==> src/rtl/decode_stage.sv <==
// RV32I decode stage with a 2-entry skid buffer between the instruction register and the ALU/register file.
// Optional feature: define DECODE_ILLEGAL_EN to add the illegal_o flag for unmapped opcodes.
`ifndef RTYPE
`define RTYPE 5'b00001
`endif
`ifndef ITYPE
`define ITYPE 5'b00010
`endif
`ifndef STYPE
`define STYPE 5'b00100
`endif
`ifndef UTYPE
`define UTYPE 5'b01000
`endif
`ifndef HOLD
`define HOLD  5'b10000
`endif

module decode_stage #(
    parameter int XLEN    = 32,
    parameter int ITYPE_W = 5
) (
    input  logic               clk,
    input  logic               reset,
    input  logic               in_valid_i,
    output logic               in_ready_o,
    input  logic [31:0]        ir_i,
    input  logic [XLEN-1:0]    pc_i,
    input  logic               flush_i,
    output logic               out_valid_o,
    input  logic               out_ready_i,
    output logic [ITYPE_W-1:0] itype_o,
    output logic [6:0]         opcode_o,
    output logic [4:0]         rd_o,
    output logic [4:0]         rs1_o,
    output logic [4:0]         rs2_o,
    output logic [2:0]         funct3_o,
    output logic [6:0]         funct7_o,
    output logic [XLEN-1:0]    imm_o,
    output logic [XLEN-1:0]    pc_o
`ifdef DECODE_ILLEGAL_EN
    ,
    output logic               illegal_o
`endif
);

    typedef struct packed {
        logic [ITYPE_W-1:0] itype;
        logic [6:0]         opcode;
        logic [4:0]         rd;
        logic [4:0]         rs1;
        logic [4:0]         rs2;
        logic [2:0]         funct3;
        logic [6:0]         funct7;
        logic [XLEN-1:0]    imm;
        logic [XLEN-1:0]    pc;
`ifdef DECODE_ILLEGAL_EN
        logic               illegal;
`endif
    } entry_t;

    typedef enum logic [1:0] {EMPTY, ONE, FULL} state_t;

    state_t state;
    entry_t main_q, skid_q, dec;
    logic   in_fire, out_fire;

    assign in_fire  = in_valid_i & in_ready_o;
    assign out_fire = out_valid_o & out_ready_i;

    // Pure function of the incoming word; unused fields stay zero.
    always_comb begin
        dec       = '0;
        dec.pc    = pc_i;
        dec.itype = `HOLD;
        case (ir_i[6:0])
            7'b0110011: begin
                dec.itype  = `RTYPE;
                dec.rd     = ir_i[11:7];
                dec.rs1    = ir_i[19:15];
                dec.rs2    = ir_i[24:20];
                dec.funct3 = ir_i[14:12];
                dec.funct7 = ir_i[31:25];
            end
            7'b0010011, 7'b0000011, 7'b1100111, 7'b1110011: begin
                dec.itype  = `ITYPE;
                dec.rd     = ir_i[11:7];
                dec.rs1    = ir_i[19:15];
                dec.funct3 = ir_i[14:12];
                dec.imm    = {{20{ir_i[31]}}, ir_i[31:20]};
            end
            7'b0100011: begin
                dec.itype  = `STYPE;
                dec.rs1    = ir_i[19:15];
                dec.rs2    = ir_i[24:20];
                dec.funct3 = ir_i[14:12];
                dec.imm    = {{20{ir_i[31]}}, ir_i[31:25], ir_i[11:7]};
            end
            7'b1100011: begin
                dec.itype  = `STYPE;
                dec.rs1    = ir_i[19:15];
                dec.rs2    = ir_i[24:20];
                dec.funct3 = ir_i[14:12];
                dec.imm    = {{19{ir_i[31]}}, ir_i[31], ir_i[7], ir_i[30:25], ir_i[11:8], 1'b0};
            end
            7'b0110111, 7'b0010111: begin
                dec.itype  = `UTYPE;
                dec.rd     = ir_i[11:7];
                dec.imm    = {ir_i[31:12], 12'b0};
            end
            7'b1101111: begin
                dec.itype  = `UTYPE;
                dec.rd     = ir_i[11:7];
                dec.imm    = {{11{ir_i[31]}}, ir_i[31], ir_i[19:12], ir_i[20], ir_i[30:21], 1'b0};
            end
            default: ;
        endcase
        if (dec.itype != `HOLD)
            dec.opcode = ir_i[6:0];
`ifdef DECODE_ILLEGAL_EN
        dec.illegal = (dec.itype == `HOLD) || (ir_i[1:0] != 2'b11);
`endif
    end

    // FULL never sees in_fire because in_ready_o is low there.
    always_ff @(posedge clk) begin
        if (!reset) begin
            state        <= EMPTY;
            out_valid_o  <= 1'b0;
            in_ready_o   <= 1'b1;
            main_q       <= '0;
            main_q.itype <= `HOLD;
            skid_q       <= '0;
        end else if (flush_i) begin
            state       <= EMPTY;
            out_valid_o <= 1'b0;
            in_ready_o  <= 1'b1;
        end else begin
            case (state)
                EMPTY: begin
                    if (in_fire) begin
                        main_q      <= dec;
                        state       <= ONE;
                        out_valid_o <= 1'b1;
                    end
                end
                ONE: begin
                    if (in_fire && out_fire) begin
                        main_q <= dec;
                    end else if (in_fire) begin
                        skid_q     <= dec;
                        state      <= FULL;
                        in_ready_o <= 1'b0;
                    end else if (out_fire) begin
                        state       <= EMPTY;
                        out_valid_o <= 1'b0;
                    end
                end
                FULL: begin
                    if (out_fire) begin
                        main_q     <= skid_q;
                        state      <= ONE;
                        in_ready_o <= 1'b1;
                    end
                end
                default: begin
                    state       <= EMPTY;
                    out_valid_o <= 1'b0;
                    in_ready_o  <= 1'b1;
                end
            endcase
        end
    end

    assign itype_o  = main_q.itype;
    assign opcode_o = main_q.opcode;
    assign rd_o     = main_q.rd;
    assign rs1_o    = main_q.rs1;
    assign rs2_o    = main_q.rs2;
    assign funct3_o = main_q.funct3;
    assign funct7_o = main_q.funct7;
    assign imm_o    = main_q.imm;
    assign pc_o     = main_q.pc;
`ifdef DECODE_ILLEGAL_EN
    assign illegal_o = main_q.illegal & out_valid_o;
`endif

endmodule

==> config.mk <==
export PLATFORM = sky130hd
export DESIGN_NAME = decode_stage
export DESIGN_NICKNAME = d
export VERILOG_FILES = /design/src/rtl/decode_stage.sv
export SDC_FILE = /design/constraint.sdc
export NUM_CORES = 1
export LEC_CHECK = 0
export CELL_PAD_IN_SITES_DETAIL_PLACEMENT = 1
export CELL_PAD_IN_SITES_GLOBAL_PLACEMENT = 1
export CORE_MARGIN = 1
export CORE_UTILIZATION = 30
export DETAILED_ROUTE_END_ITERATION = 12
export PLACE_DENSITY = 0.72
export SETUP_SLACK_MARGIN = 0.5
export SYNTH_ARGS = -nofsm -noshare
export SYNTH_HDL_FRONTEND = slang
export SYNTH_SLANG_ARGS = --single-unit
==> constraint.sdc <==
create_clock -name clk -period 4.1 [get_ports clk]
set_clock_uncertainty 0.2 [all_clocks]
set_input_delay 0.615 -clock clk [delete_from_list [all_inputs] [get_ports clk]]
set_output_delay 0.615 -clock clk [all_outputs]
set_load 0.005 [all_outputs]
# Word-level counts from Yosys, hierarchy flattened
# Index checks and enable logic that the tools add are counted.
# word_totals
inputBits	69
ff_bits	206
# op_classes
bitwise_logic	7
mux	27
n_eq_ne	21
reduce_logical	16
# op_table
cell	n
101-bit 2-to-1 mux	3
101-bit one-hot mux with 3 select lines	1
32-bit one-hot mux with 5 select lines	1
7-bit equality test, second input constant	4
7-bit by 6-bit equality test with 1-bit output, second input constant	3
5-bit one-hot mux with 4 select lines	1
5-bit 2-to-1 mux	3
7-bit by 5-bit equality test with 1-bit output, second input constant	2
7-bit 2-to-1 mux	2
2-bit inequality test, second input constant	7
4-bit AND reduction	3
2-bit 2-to-1 mux	5
5-bit AND reduction	2
8-bit OR reduction	1
7-bit by 2-bit equality test with 1-bit output, second input constant	1
1-bit 2-to-1 mux	7
7-bit OR reduction	1
1-bit one-hot mux with 3 select lines	2
2-bit one-hot mux with 3 select lines	1
2-bit OR reduction	3
3-bit OR reduction	2
5-bit inequality test, second input constant	1
1-bit inverter	5
4-bit OR reduction	1
other kinds (8)	9

# Depth between registers and ports, before layout
# logic_depth
ltp_word	7
mapped_depth	9

# Worst setup path before layout
# OpenSTA, ideal clock, no wires.
# synth_path
kind	input -> register
startpoint	in ir_i[2]
endpoint	reg main_q, in the netlist rd_o[0]
path_buffers	1
cell_stages	6
path_slack_ns	1.901
t_arrival_ns	1.934
path_cell_list	buf_2 nand2b_1 or3_1 a31oi_1 a221oi_1 nor2_1
# synth_via
elab_chain_cells	5
word_cells_on_any_way	13
# synth_lines
element	line	source
start: declaration	27	input logic [31:0] ir_i,
7-bit by 5-bit equality test with 1-bit output (tied with other cells)	76	case (ir_i[6:0])
8-bit OR reduction (no line) *	-	
5-bit 2-to-1 mux *	76	
101-bit 2-to-1 mux, on equally long branches	148, 141	
101-bit one-hot mux with 3 select lines *	139	case (state)
end signal: assignment	161	main_q <= skid_q;
end: declaration	65	entry_t main_q, skid_q, dec;
# Mark *: on every way between the ends. The rest lies on a longest branch, timed or not. The select of a mux whose other input is x is not followed.
# A chain may end at the register's enable or synchronous reset.

# Worst setup path after layout
# layout_path
startpoint	in ir_i[1]
endpoint	reg skid_q[65] (netlist name)
# layout_via
elab_chain_cells	2
# layout_lines
element	line	source
7-bit by 6-bit equality test with 1-bit output	76	
7-bit 2-to-1 mux	76	
end signal: assignment	133	skid_q <= '0;
end signal: assignment	151	skid_q <= dec;
end: declaration	65	
# Every way passes these cells.

==> impl_results.md <==
* Status: finished, final reports clean
* Synth Flop Type: dfxtp_1
* Internal Power at 3.74 mW
* Antenna Nets Post-Route at 0
* Synth area leader: dfxtp_1
* Clock-pin slew on the worst setup and hold paths at 0.06 ns
* Hold Path Class: register to register
* Worst path max stage delay at 0.75 ns
* Setup TNS at 0 ns
* Drt via density at 5.31
* Minimum clock period at 2.82 ns
* TritonCTS Buffers at 24
* Critical Path AT at 3.08 ns
* WP depth at 6
* # port buffers at 171
* Crit path max fanout at 12
* Most instantiated cells after synthesis: 206 x dfxtp_1, 186 x nand2_1, 125 x nor2_1
* Max transition margin at 35.3%
* Routed via count at 8088
* Final hold slack at 0.254 ns
* Dpl cell area at 10300 sq um
* Multi-input logic area at 3840 sq um
* Reg2reg start: state[0]
* First-pass GRT wire length at 44.8 mm
* Critical path endpoint category: register
* Drt pass-1 iters at 5
* Post-CTS Setup Inserts at 0
* Cell Chain, Critical Path: clkdlybuf4s50_1, and2_1, nand2_1, nor4_4, a22oi_1, nor2_1
* Hold Path Stages at 2
* Yosys reg bits at 206
* Worst IR drop on VDD at 0.000313 V
* Yosys top cell area share at 49.3%
* Asr flop ratio synth at 0%
* Total power at 4.92 mW
* Clk pwr share at 46.3%
* Post-CTS Hold Fix Bufs at 0
* H-tree levels at 1
* PD cells at 440 nW/um^2
* GR Overflow Total at 0
* Area growth syn-to-layout at 33.7%
* Ratio of cells with drive above 1 in the final layout at 6.96%
* DIE AREA at 28500 sq um
* Critical path type: input pin to register
* Ys Warns at 0
* DRC errors left at 0
* Net switching power figure at 1.18 mW
* Placed insts at 1481
* Avg Synthesized Cell Area at 8.31 sq um
* CTS sink count at 206
* Data required, critical path at 4.36 ns
* HP Start: skid_q[92]
* Count leader, synth: dfxtp_1
* # diodes at 0
* Number of global-route vias before repair at 8139
* 1st-iter DRT viols at 599
* CTS Buffer Depth at 3
* CP bufs+invs at 1
* CTS tree: done
* Crit path from: ir_i[1]
* # rows at 60
* Chip Width at 169 um
* RSZ-0062 raised after global routing: no
* Final Instance Area at 11200 sq um
* Syn Inst Count at 1006
* Starting Density at 30.8%
* Post-Synthesis Cell Area at 8360 sq um
* Sw Share at 23.9%
* Setup ws final at 1.28 ns
* # IOs at 172
* Crit share post-route at 68.8%
* Largest net degree at the start of global routing at 84
* Clock latency at the later pin of the worst-skew pair at 0.53 ns
* Final Wtd Congestion at 0.817
* Top cells by area, synth: dfxtp_1 49%, nand2_1 8.3%, a21oi_1 6.0%
* Hpwl dp at 18.7 mm
* Comb pwr share at 10.6%
* Post-layout util at 41.2%
* Max-cap check violation count at 0
* Slew Limit Fails at 0
* Final wirelength at 28.8 mm
* Post-CTS sizing at 0
* Max Freq at 0.355 GHz
* Clock root buffer: clkbuf_16
* Reg2Reg Depth at 6
* Die Y at 169 um
* Final setup fails at 0
* CP top delay family: simple AND/OR/NAND/NOR gates
* Crit path max-delay cell type: nor4_4
* Post-synth EDFFs at 0
* Sequential share of the synthesized area at 49.3%
* P_leak at 3.88 nW
* Core area at 27200 sq um
* Critical path launch point type: input pin
* Post-place setup slack at 0.780 ns
* Reg area at 4120 sq um
* Synth cell types at 49
* Drt wl/cell at 18.9 um
* NumNets Final at 1204
* Final Hold Fails at 0
* Initial antenna violation count at 1
* Slew of the pin with the lowest slew margin at 0.970 ns
* FILL cells at 3156
* GR Util All Layers at 19.7%
* Post-Syn Nets at 1075
* Non-filler cells, final at 1522
* Sequential power share at 43.2%
[routing by layer]
metal  GRT usage (%)  routed length [um]  vias to the layer above
li1                -                   -                     3857
met1            26.1               13400                     3956
met2            32.9               13300                      232
met3            3.39                1600                       41
met4            5.26                 536                        2
met5               0                  11                        -
[flip-flops by register name (all words and copies together) (netlist names), 2 cells and up]
name / flops
rd_o: 5
funct3_o: 3
itype_o: 5
rs1_o: 5
skid_q: 101
imm_o: 32
pc_o: 32
state: 2
rs2_o: 5
opcode_o: 7
funct7_o: 7
[cell families (layout without fill, tap and decap cells)]
logic type | after synthesis | in the layout | share of synthesized area, %
AND/OR/NAND/NOR | 360 | 360 | 17.8
flip-flops | 206 | 206 | 49.3
buffers and inverters | 94 | 238 | 5.07
AO/OA/AOI/OAI | 342 | 342 | 27.3
multiplexers | 2 | 2 | 0.254
XOR/XNOR | 2 | 2 | 0.209
[path summary, 6_finish.rpt]
kind	to	slack (ns)
setup reg to reg	imm_o[22]	1.50
hold reg to reg	skid_q[92]	0.25
setup / recovery	skid_q[65]	1.28
hold / removal	skid_q[92]	0.25
[power by group through the flow]
stage	registers, mW	clock network [mW]	logic, mW
final	2.12	2.28	0.521
after global routing	2.13	2.40	0.565
after CTS	2.12	2.33	0.524
after detailed placement	2.17	0	0.521
after global placement	2.16	0	0.513
after floorplan	2.16	0	0.224
[tightest hold or removal path: stages, from the launching register on]
cell     delay, ns
dfxtp_1       0.30
nand2_1       0.05
a21oi_1       0.05
[cell usage in the layout, fill, tap and decap left out, drive strengths merged, types with 6 or more instances in the layout]
cell and instances:
clkdlybuf4s50 170, nor2 125, nand2b 6, dfxtp 206
a32oi 10, a22oi 36, o22ai 10, buf 23
a221oi 44, nand2 186, a311oi 34, o21ai 81
a21oi 103, nand3 9, nor3 8, clkbuf 36
and2 7
[cell type report]
type	instances	area share, %
clock inverters	5	0.895
well taps	372	4.16
flip-flops and latches	206	36.9
multi-input cells	706	34.4
inverters	4	0.157
repair buffers	193	17.0
clock buffers	36	6.59
No activity file was read; power rests on OpenSTA's default activity.
